[src/rtl/alaw_pkg.sv]
// Shared constants and FSM state type for the A-law encode arbiter.
package alaw_pkg;

  localparam int unsigned SAMPLE_W = 13;  // {sign, 12-bit magnitude}
  localparam int unsigned MAG_W    = 12;
  localparam int unsigned ALAW_W   = 8;   // {sign, segment, mantissa}
  localparam int unsigned SEG_W    = 3;
  localparam int unsigned MANT_W   = 4;

  typedef enum logic [1:0] {
    IDLE  = 2'd0,
    CODE  = 2'd1,
    DRAIN = 2'd2
  } arb_state_t;

endpackage

[src/rtl/alaw_coder.sv]
// Combinational A-law encoder: 13-bit sign-magnitude sample -> 8-bit A-law byte.
// Ports:
//   sample  in  SAMPLE_W  bit 12 sign, bits 11:0 magnitude
//   alaw_c  out ALAW_W    {sign, 3-bit segment, 4-bit mantissa}, combinational
module alaw_coder
  import alaw_pkg::*;
(
  input  logic [SAMPLE_W-1:0] sample,
  output logic [ALAW_W-1:0]   alaw_c
);

  logic [MAG_W-1:0]  mag;
  logic [SEG_W-1:0]  seg;
  logic [MANT_W-1:0] mant;

  // Segment = position of the highest set bit in mag[11:5]; bit 5 alone and zero both
  // select the bits 4:1 mantissa window.
  always_comb begin
    mag  = sample[MAG_W-1:0];
    seg  = '0;
    mant = '0;
    for (int s = 1; s < 8; s++) begin
      if (mag[4+s]) seg = SEG_W'(s);
    end
    case (seg)
      3'd2:    mant = mag[5:2];
      3'd3:    mant = mag[6:3];
      3'd4:    mant = mag[7:4];
      3'd5:    mant = mag[8:5];
      3'd6:    mant = mag[9:6];
      3'd7:    mant = mag[10:7];
      default: mant = mag[4:1];
    endcase
    alaw_c = {sample[SAMPLE_W-1], seg, mant};
  end

endmodule

[src/rtl/alaw_encode_arbiter.sv]
// Round-robin arbiter sharing one A-law encoder between N_CH linear-PCM requesters.
// Ports:
//   clk, rst_n   clock, asynchronous active-low reset
//   req_valid    in  N_CH           per-channel sample valid
//   req_sample   in  SAMPLE_W*N_CH  channel i at bits [13i+12:13i]
//   req_ready    out N_CH           one-hot grant, combinational (IDLE only)
//   out_valid    out 1              encoded byte valid
//   out_ready    in  1              sink accepts byte
//   out_alaw     out ALAW_W         encoded byte
//   out_ch       out CH_W           source channel of out_alaw
//   conv_cnt     out CNT_W          completed output handshakes (wrapping)
module alaw_encode_arbiter
  import alaw_pkg::*;
#(
  parameter int unsigned N_CH  = 4,
  parameter int unsigned CH_W  = 2,
  parameter int unsigned CNT_W = 16
) (
  input  logic                     clk,
  input  logic                     rst_n,
  input  logic [N_CH-1:0]          req_valid,
  input  logic [SAMPLE_W*N_CH-1:0] req_sample,
  output logic [N_CH-1:0]          req_ready,
  output logic                     out_valid,
  input  logic                     out_ready,
  output logic [ALAW_W-1:0]        out_alaw,
  output logic [CH_W-1:0]          out_ch,
  output logic [CNT_W-1:0]         conv_cnt
);

  arb_state_t          state_q, state_d;
  logic [CH_W-1:0]     ptr_q;
  logic [SAMPLE_W-1:0] sample_q;
  logic [CH_W-1:0]     ch_q;
  logic                grant_any;
  logic [CH_W-1:0]     grant_idx;
  logic                load_in, load_out, done;
  logic [ALAW_W-1:0]   alaw_c;
  int unsigned         idx;

  alaw_coder u_coder (
    .sample (sample_q),
    .alaw_c (alaw_c)
  );

  // Priority search upward from ptr+1, wrapping past N_CH-1 to 0.
  always_comb begin
    grant_any = 1'b0;
    grant_idx = '0;
    idx       = 0;
    for (int i = 0; i < int'(N_CH); i++) begin
      idx = (32'(ptr_q) + 32'(i) + 32'd1) % N_CH;
      if (!grant_any && req_valid[idx]) begin
        grant_any = 1'b1;
        grant_idx = CH_W'(idx);
      end
    end
  end

  // State register.
  always_ff @(posedge clk or negedge rst_n) begin
    if (!rst_n) state_q <= IDLE;
    else        state_q <= state_d;
  end

  // Next-state logic.
  always_comb begin
    state_d = state_q;
    case (state_q)
      IDLE:    if (grant_any) state_d = CODE;
      CODE:    state_d = DRAIN;
      DRAIN:   if (out_ready) state_d = IDLE;
      default: state_d = IDLE;
    endcase
  end

  // Output/enable logic; grant is masked while reset is held.
  always_comb begin
    req_ready = '0;
    load_in   = 1'b0;
    load_out  = 1'b0;
    done      = 1'b0;
    case (state_q)
      IDLE: begin
        if (grant_any) begin
          req_ready[grant_idx] = rst_n;
          load_in              = 1'b1;
        end
      end
      CODE:    load_out = 1'b1;
      DRAIN:   done     = out_ready;
      default: ;
    endcase
  end

  // Datapath: capture, encode register, and completion bookkeeping.
  always_ff @(posedge clk or negedge rst_n) begin
    if (!rst_n) begin
      sample_q  <= '0;
      ch_q      <= '0;
      ptr_q     <= CH_W'(N_CH - 1);
      out_valid <= 1'b0;
      out_alaw  <= '0;
      out_ch    <= '0;
      conv_cnt  <= '0;
    end else begin
      if (load_in) begin
        sample_q <= req_sample[32'(grant_idx)*SAMPLE_W +: SAMPLE_W];
        ch_q     <= grant_idx;
      end
      if (load_out) begin
        out_alaw  <= alaw_c;
        out_ch    <= ch_q;
        out_valid <= 1'b1;
      end
      if (done) begin
        out_valid <= 1'b0;
        ptr_q     <= ch_q;
        conv_cnt  <= conv_cnt + CNT_W'(1);
      end
    end
  end

endmodule

[config.mk]
export PLATFORM = sky130hd
export DESIGN_NAME = alaw_encode_arbiter
export DESIGN_NICKNAME = d
export VERILOG_FILES = /design/src/rtl/alaw_pkg.sv /design/src/rtl/alaw_coder.sv /design/src/rtl/alaw_encode_arbiter.sv
export SDC_FILE = /design/constraint.sdc
export NUM_CORES = 1
export LEC_CHECK = 0
export CAP_MARGIN = 15
export CORE_MARGIN = 2
export CORE_UTILIZATION = 45
export DETAILED_ROUTE_END_ITERATION = 12
export PLACE_DENSITY = 0.8
export SYNTH_ARGS = -nofsm -noshare
export SYNTH_HDL_FRONTEND = slang
export SYNTH_SLANG_ARGS = --single-unit
[constraint.sdc]
create_clock -name clk -period 5.7 [get_ports clk]
set_input_delay 1.71 -clock clk [delete_from_list [all_inputs] [get_ports clk]]
set_output_delay 1.71 -clock clk [all_outputs]
set_load 0.01 [all_outputs]
==> key figures <==
Synth
  • Post-synthesis net count: between 300 and 400
  • Cells after synthesis: approximately 270
  • YS warnings: 0
  • Synth Flop Type: dfrtp_1
  • Post-Syn Area: ~2600 sq um
  • EDFF count, synth: 0
  • Post-synthesis sequential area ratio: 0.4419
  • #FFs+latches synth: 45
  • Avg Cell Area, Syn: 9.389 sq um
  • Post-synthesis cell type count: 52
  • Async set or reset register ratio after synthesis: 1.000

Die
  • Die H: around 80 um
  • I/O pin cnt: 90
  • Die Footprint: between 6000 and 7000 sq um
  • Initial Util: 0.4638
  • Core area: approximately 5500 sq um
  • FP Rows: 27
  • Die Wd: roughly 79 um

Clock tree
  • Post-CTS Setup Bufs: 0
  • Clock buffer count from CTS: 5
  • CTS H-Tree Depth: 2
  • Clk Latency, worst-skew pair: roughly 0.30 ns
  • CTS tree: built
  • Num Clock Sinks: 45
  • Cts hold-fix bufs: 0
  • Clk Tree Root Cell: clkbuf_8
  • Post_cts resized: 0
  • CTS max path bufs: 2
  • Clock slew at reported path FFs: 0.08 ns

Place
  • GP Congestion: 0.8504
  • Detailed-placement wirelength estimate: about 5000 um
  • IO buf count: 85
  • Pre-CTS setup slack: approximately 0.35 ns
  • Placed cell area: between 3000 and 4000 sq um
  • Placed cells: 420

Worst setup path
  • Reg2reg start: ptr_q[0]
  • Crit path max fanout: 12
  • Worst Setup EP: req_ready[0]
  • Startpoint Class: input pin
  • WP data arrival: ~3.7 ns
  • Critical path class: in -> out
  • CP startpoint: req_valid[3]
  • Critical path endpoint category: output port
  • FF-to-FF path depth: 6
  • FF-to-FF End: sample_q[2]
  • R2R Setup Slk: 3.99 ns
  • CP required: approximately 4.0 ns

Min path
  • Path type of the worst min-delay path: reg -> reg
  • HP Start: sample_q[12]

Detailed routing
  • Via count: about 2400
  • Avg WL per Cell: between 10 and 15 um
  • Via/cell ratio: 5.603
  • DRT Pass-1 Iters: 4
  • Drt initial violations: approximately 220
  • Post-route DRC: 0
  • Drt total wl: about 6300 um
  • DRT antenna net count: 0

GRT
  • Largest net degree at the start of global routing: 35
  • Global Route Usage Sum: 0.2064
  • Antenna violations before repair: 0
  • First-pass GRT wire length: 10410 um
  • Vias in the first global route: between 2000 and 2500
  • Global route overflow: 0

Layout
  • Layout cells sized above 1: 0.1011
  • Nets: around 420
  • Final Instance Area: 3552 sq um
  • P&R area growth vs syn: 39.10%
  • N_diodes: 0
  • Final Core Density: 0.6451
  • Final Non-Filler Cells: roughly 430

Job
  • Max_cap viols: 0

Pwr
  • Part of the power in the clock network: 0.138
  • Pint: between 0.8 and 0.9 mW
  • Logic pwr share: 0.453
  • Lkg Pwr: 1.411 nW
  • Power Total: roughly 1.5 mW
  • Pwr Density: about 430 nW/um^2
  • P_sw: between 0.6 and 0.7 mW
  • Maximum VDD drop: roughly 0.19 mV
  • Sequential share of power: 0.408
  • Net Sw Frac: 0.4131

STA
  • Slew @ Worst Pin: between 0.5 and 0.6 ns
  • Final worst slack: about 0.31 ns
  • Slew headroom: 0.6054
  • Final hold viol count: 0
  • Final worst path period share: 0.9455
  • Hold_ws: 0.4817 ns
  • Top achievable clock speed: about 190 MHz
  • Min cycle time layout: 5.389 ns
  • Fin Setup TNS: 0 ns
  • Final Max Slew Viols: 0
  • Final setup violation count: 0
  • RSZ-0062 raised after global routing: no
  • Worst-case clock skew: ~0.0095 ns

Status
  • Status: finished, final reports clean
-- how the worst min path moves through the flow --
| stage | endpoint | slack, ns | depth (start not counted) |
|---|---|---|---|
| global placement | out_alaw[5] | 0.46 | 2 |
| detailed placement | conv_cnt[15] | 0.47 | 1 |
| global route | conv_cnt[15] | 0.49 | 1 |
| finish | out_alaw[7] | 0.48 | 2 |
| CTS | conv_cnt[15] | 0.48 | 1 |
| floorplan | out_alaw[7] | 0.44 | 2 |
-- cells in the mapped netlist (all sizes together), types with 2 or more instances --
master  count  area share
nand3b      3      0.0088
xnor2      13       0.045
nand3       8       0.016
o311ai      2      0.0069
or3         4      0.0098
dfrtp      43        0.42
a21oi      11       0.024
nand2      37       0.054
mux2        4       0.018
dfstp       2       0.021
a21boi      2      0.0074
inv         5      0.0073
nand4       3       0.013
nor2       24       0.039
a311oi      2      0.0069
and3        7       0.017
buf        15       0.036
a31oi      15       0.037
o21ai      16       0.031
nor3        4       0.014
xor2        2      0.0069
and3b       2      0.0069
nor2b       4       0.011
a22oi      25       0.073
nand2b      4      0.0098
-- power groups by stage --
stage / Sequential, mW / Combinational [mW] / Clock [mW]
after global routing: 0.646 / 0.774 / 0.229
after floorplan: 0.558 / 0.499 / 0
after global placement: 0.621 / 0.679 / 0
after detailed placement: 0.628 / 0.696 / 0
final: 0.624 / 0.694 / 0.212
after CTS: 0.622 / 0.697 / 0.217
-- flip-flops by register name, indices dropped and copies added (netlist names) --
| register | count |
|---|---|
| ptr_q | 2 |
| conv_cnt | 16 |
| out_alaw | 8 |
| sample_q | 12 |
| out_ch | 2 |
| out_valid | 1 |
| ch_q | 2 |
| state_q | 2 |
-- layout make-up --
| type | instances | area, sq um |
|---|---|---|
| Fill cell | 472 | 1954 |
| Timing Repair Buffer | 92 | 898.4 |
| Multi-Input combinational cell | 206 | 1318 |
| Sequential cell | 45 | 1129 |
| Clock inverter | 2 | 16.27 |
| Clock buffer | 6 | 82.58 |
| Inverter | 5 | 18.77 |
| Tap cell | 72 | 90.09 |
-- worst max-delay path, cell delays in order --
cell and delay [ns]:
clkdlybuf4s50_1 0.58, or3_1 0.18, nor2_1 0.08, nor3_4 0.34, and3_1 0.22, clkdlybuf4s50_1 0.57
-- cell usage in the layout (no fill, tap or decap), types with 2 or more instances in the layout --
cell type	n
clkdlybuf4s50_1	84
dfrtp_1	43
nand2_1	37
a22oi_1	25
nor2_1	22
o21ai_0	16
a31oi_1	15
xnor2_1	13
a21oi_1	9
nand3_1	8
and3_1	7
buf_4	7
clkbuf_8	6
inv_1	4
or3_1	4
nand2b_1	4
mux2_2	4
nand3b_1	3
nor2b_1	3
nor3_4	2
and3b_1	2
a311oi_1	2
nor3_1	2
o311ai_0	2
a21oi_2	2
nand4_1	2
xor2_1	2
dfstp_2	2
-- kinds of logic (layout without fill, tap and decap cells) --
group                    Yosys count  in the layout  synth area share
adder cells (fa/ha/maj)            1              1          0.004899
AO/OA/AOI/OAI                     82             82            0.2210
XOR/XNOR                          15             15           0.05145
AND/OR/NAND/NOR                  104            104            0.2185
buffers and inverters             21            105           0.04458
flip-flops                        45             45            0.4419
multiplexers                       4              4           0.01764
-- metal layers --
layer,vias to the layer above,global-route usage,share of wire
li1,1151,-,-
met2,78,0.3364,0.49
met1,1160,0.2820,0.44
met5,-,0,0
met4,0,0.07759,0.019
met3,9,0.02500,0.046
Power figures use the tool's default switching activity.
